File: src/rtl/div_job_scheduler_pkg.sv
// Shared definitions for the divider job scheduler.
// State codes, channel IDs (matching div_select polarity) and default width.
package div_job_scheduler_pkg;

    localparam int DEF_WIDTH = 16;

    localparam logic CH_A = 1'b1;
    localparam logic CH_B = 1'b0;

    typedef logic [2:0] state_t;

    localparam state_t ST_IDLE  = 3'd0;
    localparam state_t ST_ISSUE = 3'd1;
    localparam state_t ST_RUN   = 3'd2;
    localparam state_t ST_DONE  = 3'd3;
    localparam state_t ST_GAP   = 3'd4;

endpackage

File: src/rtl/div_job_scheduler_rr_arbiter.sv
// div_rr_arbiter: two-requester round-robin arbiter.
// Grant is combinational while enabled; the pointer moves on i_toggle.
module div_rr_arbiter
    import div_job_scheduler_pkg::*;
(
    input  logic clk,
    input  logic reset,
    input  logic i_en,
    input  logic i_req_a,
    input  logic i_req_b,
    input  logic i_toggle,
    output logic o_grant,
    output logic o_grant_ch
);

    logic r_ptr;
    logic r_last;
    logic w_both;

    assign w_both     = i_req_a & i_req_b;
    assign o_grant    = i_en & (i_req_a | i_req_b);
    assign o_grant_ch = w_both ? r_ptr : (i_req_a ? CH_A : CH_B);

    // Pointer favours whichever channel was not served by the finished job.
    always_ff @(posedge clk) begin
        if (reset) begin
            r_ptr  <= CH_A;
            r_last <= CH_B;
        end else begin
            if (o_grant)
                r_last <= o_grant_ch;
            if (i_toggle)
                r_ptr <= ~r_last;
        end
    end

endmodule

File: src/rtl/div_job_scheduler.sv
// div_job_scheduler: serves channels A/B one job at a time on a shared divider.
// Define DIV_TIMEOUT_EN to add a per-job watchdog that reports err.
module div_job_scheduler
    import div_job_scheduler_pkg::*;
#(
    parameter int WIDTH          = DEF_WIDTH,
    parameter int GAP_CYCLES     = 2,
    parameter int TIMEOUT_CYCLES = 255
) (
    input  logic             clk,
    input  logic             reset,
    input  logic             a_req,
    input  logic [WIDTH-1:0] a_dividend,
    input  logic [WIDTH-1:0] a_divisor,
    output logic             a_ack,
    output logic             a_res_valid,
    output logic [WIDTH-1:0] a_res,
    input  logic             b_req,
    input  logic [WIDTH-1:0] b_dividend,
    input  logic [WIDTH-1:0] b_divisor,
    output logic             b_ack,
    output logic             b_res_valid,
    output logic [WIDTH-1:0] b_res,
    output logic             err,
    output logic             div_en,
    output logic             div_select,
    output logic [WIDTH-1:0] div_dividend1,
    output logic [WIDTH-1:0] div_divisor1,
    output logic [WIDTH-1:0] div_dividend2,
    output logic [WIDTH-1:0] div_divisor2,
    input  logic [WIDTH-1:0] div_res,
    input  logic             div_busy,
    input  logic             div_ready
);

    localparam int GW = (GAP_CYCLES > 1) ? $clog2(GAP_CYCLES) : 1;

    state_t           r_state;
    logic             r_owner;
    logic [GW-1:0]    r_gap;
    logic             r_a_ack;
    logic             r_b_ack;
    logic             r_sel;
    logic [WIDTH-1:0] r_a_res;
    logic [WIDTH-1:0] r_b_res;
    logic [WIDTH-1:0] r_dd1;
    logic [WIDTH-1:0] r_dv1;
    logic [WIDTH-1:0] r_dd2;
    logic [WIDTH-1:0] r_dv2;

    logic             w_idle;
    logic             w_active;
    logic             w_done;
    logic             w_div_ok;
    logic             w_timeout;
    logic             w_finish;
    logic             w_grant;
    logic             w_grant_ch;
    logic [WIDTH-1:0] w_result;

    assign w_idle   = r_state == ST_IDLE;
    assign w_active = (r_state == ST_ISSUE) | (r_state == ST_RUN);
    assign w_done   = r_state == ST_DONE;
    // Ready is only trusted in RUN; in ISSUE it may be left over from the last job.
    assign w_div_ok = (r_state == ST_RUN) & div_ready;

`ifdef DIV_TIMEOUT_EN
    localparam int TW = $clog2(TIMEOUT_CYCLES + 1);

    logic [TW-1:0] r_tmo;
    logic          r_err;

    assign w_timeout = w_active & (r_tmo == TW'(TIMEOUT_CYCLES - 1));

    always_ff @(posedge clk) begin
        if (reset || !w_active)
            r_tmo <= '0;
        else
            r_tmo <= r_tmo + 1'b1;
    end

    always_ff @(posedge clk) begin
        if (reset)
            r_err <= 1'b0;
        else if (w_active && w_finish)
            r_err <= ~w_div_ok;
    end

    assign err = w_done & r_err;
`else
    logic w_unused_tmo;

    assign w_timeout    = 1'b0;
    assign w_unused_tmo = TIMEOUT_CYCLES == 0;
    assign err          = 1'b0;
`endif

    assign w_finish = w_div_ok | w_timeout;
    assign w_result = w_div_ok ? div_res : '1;

    div_rr_arbiter u_arb (
        .clk        (clk),
        .reset      (reset),
        .i_en       (w_idle),
        .i_req_a    (a_req),
        .i_req_b    (b_req),
        .i_toggle   (w_done),
        .o_grant    (w_grant),
        .o_grant_ch (w_grant_ch)
    );

    always_ff @(posedge clk) begin
        if (reset) begin
            r_state <= ST_IDLE;
            r_owner <= 1'b0;
            r_gap   <= '0;
            r_a_ack <= 1'b0;
            r_b_ack <= 1'b0;
            r_sel   <= 1'b0;
            r_a_res <= '0;
            r_b_res <= '0;
            r_dd1   <= '0;
            r_dv1   <= '0;
            r_dd2   <= '0;
            r_dv2   <= '0;
        end else begin
            r_a_ack <= 1'b0;
            r_b_ack <= 1'b0;
            unique case (r_state)
                ST_IDLE: begin
                    if (w_grant) begin
                        r_owner <= w_grant_ch;
                        r_sel   <= w_grant_ch;
                        r_state <= ST_ISSUE;
                        if (w_grant_ch == CH_A) begin
                            r_a_ack <= 1'b1;
                            r_dd1   <= a_dividend;
                            r_dv1   <= a_divisor;
                        end else begin
                            r_b_ack <= 1'b1;
                            r_dd2   <= b_dividend;
                            r_dv2   <= b_divisor;
                        end
                    end
                end
                ST_ISSUE, ST_RUN: begin
                    if (w_finish) begin
                        r_state <= ST_DONE;
                        if (r_owner == CH_A)
                            r_a_res <= w_result;
                        else
                            r_b_res <= w_result;
                    end else if (r_state == ST_ISSUE && div_busy) begin
                        r_state <= ST_RUN;
                    end
                end
                ST_DONE: begin
                    r_gap   <= '0;
                    r_state <= ST_GAP;
                end
                ST_GAP: begin
                    if (r_gap == GW'(GAP_CYCLES - 1))
                        r_state <= ST_IDLE;
                    else
                        r_gap <= r_gap + 1'b1;
                end
                default: r_state <= ST_IDLE;
            endcase
        end
    end

    assign a_ack         = r_a_ack;
    assign b_ack         = r_b_ack;
    assign a_res_valid   = w_done & (r_owner == CH_A);
    assign b_res_valid   = w_done & (r_owner == CH_B);
    assign a_res         = r_a_res;
    assign b_res         = r_b_res;
    assign div_en        = w_active;
    assign div_select    = r_sel;
    assign div_dividend1 = r_dd1;
    assign div_divisor1  = r_dv1;
    assign div_dividend2 = r_dd2;
    assign div_divisor2  = r_dv2;

endmodule

File: config.mk
export PLATFORM = sky130hd
export DESIGN_NAME = div_job_scheduler
export DESIGN_NICKNAME = d
export VERILOG_FILES = /design/src/rtl/div_job_scheduler_pkg.sv /design/src/rtl/div_job_scheduler_rr_arbiter.sv /design/src/rtl/div_job_scheduler.sv
export SDC_FILE = /design/constraint.sdc
export NUM_CORES = 1
export LEC_CHECK = 0
export CAP_MARGIN = 25
export CELL_PAD_IN_SITES_DETAIL_PLACEMENT = 1
export CELL_PAD_IN_SITES_GLOBAL_PLACEMENT = 1
export CORE_MARGIN = 2
export CORE_UTILIZATION = 35
export CTS_CLUSTER_DIAMETER = 150
export DETAILED_ROUTE_END_ITERATION = 7
export GPL_TIMING_DRIVEN = 0
export PLACE_DENSITY = 0.9
export SETUP_SLACK_MARGIN = 0.5
export SLEW_MARGIN = 20
export SYNTH_ARGS = -nofsm -noshare
export SYNTH_HDL_FRONTEND = slang
export SYNTH_SLANG_ARGS = --single-unit
File: constraint.sdc
create_clock -name clk -period 3.05 [get_ports clk]
set_input_delay 0.305 -clock clk [delete_from_list [all_inputs] [get_ports clk]]
set_output_delay 0.305 -clock clk [all_outputs]
set_load 0.01 [all_outputs]
## Word level (Yosys, flattened, before mapping)

Cells that the tools add are included.

| storage, ports and cells | value |
|---|---|
| bits of input ports | 86 |
| logic and storage cells | 55 |
| output and inout port bits | 103 |
| register bits | 105 |

| operators by class | value |
|---|---|
| equality and inequality tests | 7 |
| bitwise gates (word level) | 12 |
| mux-type cells | 11 |
| add/subtract/negate cells | 1 |
| reduce and logical (&&, ||, !) cells | 11 |

Operator list:

| cell | count |
|---|---|
| 3-bit AND reduction | 5 |
| 3-bit 2-to-1 mux | 4 |
| 3-bit one-hot mux with 4 select lines | 1 |
| 3-bit by 2-bit equality test with 1-bit output, second input constant | 2 |
| 1-bit bitwise AND | 5 |
| 1-bit 2-to-1 mux | 5 |
| 1-bit NOT | 5 |
| 2-bit != test, second input constant | 2 |
| 3-bit by 1-bit equality test with 1-bit output, second input constant | 1 |
| 3-bit equality test, second input constant | 1 |
| 3-bit logical NOT | 1 |
| 3-bit != test, second input constant | 1 |
| 3-bit OR reduction | 1 |
| 1-bit OR | 2 |
| 1-bit one-hot mux with 2 select lines | 1 |
| 2-bit AND reduction | 1 |
| 2-bit nonzero test | 1 |
| 2-bit OR reduction | 1 |
| 1-bit adder, second input constant | 1 |
| 1-bit logical AND | 1 |

## Logic depth before layout (Yosys ltp)

| logic depth | value |
|---|---|
| depth in word-level cells | 5 |
| depth in mapped cells | 6 |
| gate-level depth less buffers | 3 |

## Modules after synthesis

A second synthesis with hierarchy kept.

| second synthesis, totals | value |
|---|---|
| cell total of the unflattened synthesis | 392 |
| area, all modules | 4,096.4 sq um |

Modules (own cells, without submodules):

| module | area an instance (sq um) | cells each | sequential area each (sq um) | instances |
|---|---|---|---|---|
| div_job_scheduler | 3,992.6 | 380 | 2,062.0 | 1 |
| div_rr_arbiter | 103.8 | 12 | 40.0 | 1 |

## Worst setup path after synthesis

Ideal clock, no wire load.

| path | value |
|---|---|
| path kind | reg2reg |
| start point | register r_state[2] |
| end point | register r_dd2[0], in the netlist div_dividend2[0] |
| clock period less this slack | 1.276 ns |
| setup slack | 1.774 ns |
| cell stages (with the launch flop) | 7 |
| library setup time | 0.072 ns |
| data required time | 2.978 ns |
| path buffers | 3 |
| arrival time | 1.205 ns |
| cell sequence | dfxtp_1 > buf_6 > nor3_4 > and3_1 > buf_6 > buf_12 > mux2i_1 |

| on the way | value |
|---|---|
| cells in the longest elaborated chain, start to end | 3 |

Ends and longest elaborated chain:

| item | line | RTL |
|---|---|---|
| from (decl) | div_job_scheduler.sv:38 | `state_t r_state;` |
| from (signal assigned) | div_job_scheduler.sv:114 | `r_state <= ST_IDLE;` |
| from (signal assigned) | div_job_scheduler.sv:134 | `r_state <= ST_ISSUE;` |
| from (signal assigned) | div_job_scheduler.sv:148 | `r_state <= ST_DONE;` |
| 3-bit logical NOT (*) | div_job_scheduler.sv:61, div_job_scheduler.sv:129 |  |
| 1-bit bitwise AND | div_job_scheduler_rr_arbiter.sv:21 | `assign o_grant = i_en & (i_req_a \| i_req_b);` |
| 3-bit AND reduction (no line) (*) | - |  |
| to (signal assigned) | div_job_scheduler.sv:141 | `r_dd2 <= b_dividend;` |
| to (decl) | div_job_scheduler.sv:48 | `logic [WIDTH-1:0] r_dd2;` |

Mark *: on every way between the ends. The rest lies on a longest branch, timed or not.
A chain may end at the register's enable or synchronous reset.

## Worst setup path in the final report

| path | value |
|---|---|
| start point | register r_state[1] |
| end point | output port a_res_valid |

| on the way | value |
|---|---|
| cells in the longest elaborated chain, start to end | 2 |

Ends and longest elaborated chain:

| item | line | RTL |
|---|---|---|
| 3-bit by 2-bit equality test with 1-bit output | div_job_scheduler.sv:63 | `assign w_done = r_state == ST_DONE;` |
| 1-bit bitwise AND | div_job_scheduler.sv:174 | `assign a_res_valid = w_done & (r_owner == CH_A);` |
| to (decl) | div_job_scheduler.sv:16 | `output logic a_res_valid,` |

Every way passes these cells.

==> metrics.md <==
| Metric | Value |
|---|---|
| Status | `complete, no violations` |
| Half-perimeter wire length after placement | `10.3 mm` |
| Fraction of layout instances using a drive strength above 1 | `0.0508` |
| Synth area leader | `dfxtp_1` |
| #FFs+latches synth | `104` |
| Drt pass-1 iters | `4` |
| Min-Delay Path Class | `reg -> reg` |
| Layout area overhead | `51.6%` |
| FILL cells | `1414` |
| Final core occ | `0.539` |
| Synth top cells by count | `180 x nand2b_1, 104 x dfxtp_1, 96 x mux2i_1` |
| TritonCTS clock tree | `built` |
| DRT iter0 DRCs | `124` |
| Leading post-synthesis cells by cell area | `dfxtp_1 44%, nand2b_1 24%, mux2i_1 20%` |
| Vias in the first global route | `4173` |
| Worst-Margin Slew | `0.616 ns` |
| Max-Cap Viols | `0` |
| Antenna Violating Nets Remaining | `0` |
| Count leader, synth | `nand2b_1` |
| IO buf count | `186` |
| Clock skew | `0.00851 ns` |
| CTS max path bufs | `2` |
| Highest clock rate | `0.447 GHz` |
| Fin crit period | `2.24 ns` |
| Gp weighted congestion | `0.772` |
| Critical Path Fanout Max | `10` |
| Clock-pin transition on the worst setup and hold timing paths | `0.06 ns` |
| Vias | `3771` |
| Final TNS setup | `0 ns` |
| Final setup vio count | `0` |
| Critical Path AT | `1.93 ns` |
| Top-area cell type share of the netlist area | `0.444` |
| DRC errors left | `0` |
| Syn_nets | `534` |
| Async S/R FF share, synth | `0` |
| Cell variety after synth | `26` |
| Max H-tree Level | `3` |
| Vias/cell | `4.57` |
| Cell row count | `42` |
| CTS buffer count | `9` |
| Total Routed Length | `13.6 mm` |
| Ant diodes | `0` |
| Final instance area | `7110 um2` |
| Initial antenna violation count | `0` |
| Die area | `14300 um2` |
| Core Region | `13200 um2` |
| Tot GR Track Use | `0.192` |
| Clk Latency, worst-skew pair | `0.35 ns` |
| Post-DP Area | `6770 um2` |
| Slew margin rel. | `0.589` |
| Initial Utilization | `0.356` |
| Post-synth EDFFs | `0` |
| Syn. warnings | `0` |
| Routed length per placed instance | `16.4 um` |
| Hold-fix buffers at CTS | `0` |
| Unrepaired setup endpoints after global routing | `false` |
| Post-Syn Area | `4690 um2` |
| Crit path kind | `reg -> out` |
| Remaining Overflow, GRT | `0` |
| Nets | `731` |
| Pin count of the biggest net entering global routing | `17` |
| I/O pins | `189` |
| Most used DFF post-synth | `dfxtp_1` |
| Hold slack | `0.473 ns` |
| Post-CTS Setup Repair Bufs | `0` |
| Seq/Total Area, Yosys | `0.444` |
| Slew Viols, Final | `0` |
| Clock Sinks | `104` |
| Syn Area/Cell | `10.5 um2` |
| Maximum vdd drop | `0.000222 V` |
| Total power | `3.42 mW` |
| PD cells | `481 nW/um2` |
| Capturing element type of the critical path | `primary output` |
| Die X | `120 um` |
| Die Ht | `120 um` |
| Final worst-path cycle share | `0.733` |
| Leak Pwr | `2.65 nW` |
| Resize count post-CTS | `0` |
| Syn Inst Count | `448` |
| First-pass GRT wire length | `21.6 mm` |
| Root Buffer | `clkbuf_16` |
| Hold Violations, Final | `0` |
| WP data required | `2.74 ns` |
| Worst Setup Start Kind | `flop` |
## state kept, by name (all words and copies together), names as in the netlist
register,cells
a_ack,1
r_state,3
div_dividend1,16
div_divisor2,16
u_arb.r_ptr,1
r_gap,1
b_ack,1
div_select,1
div_divisor1,16
div_dividend2,16
b_res,16
a_res,16
## report_power, final
group          leakage, nW  internal (mW)  switching [mW]
Sequential           0.847           1.43          0.0431
Combinational         1.64          0.380           0.249
Clock                0.162          0.800           0.517
## metal layers
metal | routed length, um | part of all wire | up-vias | track usage
met5 | 0 | 0 | - | 0
met4 | 206 | 0.015 | 0 | 0.0596
met3 | 945 | 0.070 | 15 | 0.0566
met2 | 6890 | 0.51 | 112 | 0.343
met1 | 5520 | 0.41 | 1796 | 0.219
li1 | - | - | 1848 | -
## cells by family (layout without fill, tap and decap cells)
logic type,after synthesis,after routing,share of synthesized area
buffers and inverters,36,238,0.0651
multiplexers,96,96,0.205
AND/OR/NAND/NOR,201,201,0.272
AO/OA/AOI/OAI,10,10,0.0133
flip-flops,104,104,0.444
other,1,1,0.000799
## layout make-up
cell class | count | area (um2) | share of cell area
Tap cell | 176 | 220 | 0.0310
Timing Repair Buffer | 186 | 1860 | 0.262
Buffer | 35 | 302 | 0.0424
Inverter | 1 | 3.75 | 0.000528
Sequential cell | 104 | 2080 | 0.293
Clock inverter | 6 | 108 | 0.0151
Multi-Input combinational cell | 308 | 2300 | 0.324
Clock buffer | 10 | 229 | 0.0322
## path summary, 6_finish.rpt
| check | slack (ns) | cells past startpoint | start | to |
|---|---|---|---|---|
| hold / removal | 0.47 | 2 | div_divisor1[14] | div_divisor1[14] |
| setup reg to reg | 1.58 | 6 | r_state[2] | div_dividend2[11] |
| hold reg to reg | 0.47 | 2 | div_divisor1[14] | div_divisor1[14] |
| setup / recovery | 0.81 | 4 | r_state[1] | a_res_valid |
## through the flow
stage	setup slack [ns]	cells
4_1_cts	0.795	826
2_1_floorplan	1.77	448
3_3_place_gp	1.20	810
5_1_grt	0.691	826
3_5_place_dp	1.20	810
6_report	0.815	826
## critical path, stage by stage (launching register included)
cell and delay (ns):
dfxtp_1 0.49, buf_6 0.18, nand3b_1 0.15, nor2_1 0.19
clkdlybuf4s50_1 0.57
## placed cells by master, fill, tap and decap left out, drive strengths merged
cell,instances
clkdlybuf4s50,186
nand2b,180
dfxtp,104
mux2i,96
clkbuf,30
buf,15
nor2,6
a21oi,5
nand3b,3
nand2,3
bufinv,3
and3,2
nor2b,2
clkinv,2
inv,1
nor3,1
and4,1
o21ai,1
nand3,1
o41ai,1
nand4,1
o21bai,1
a211oi,1
o311ai,1
or4b,1
conb,1
clkinvlp,1
Power figures use the tool's default switching activity.
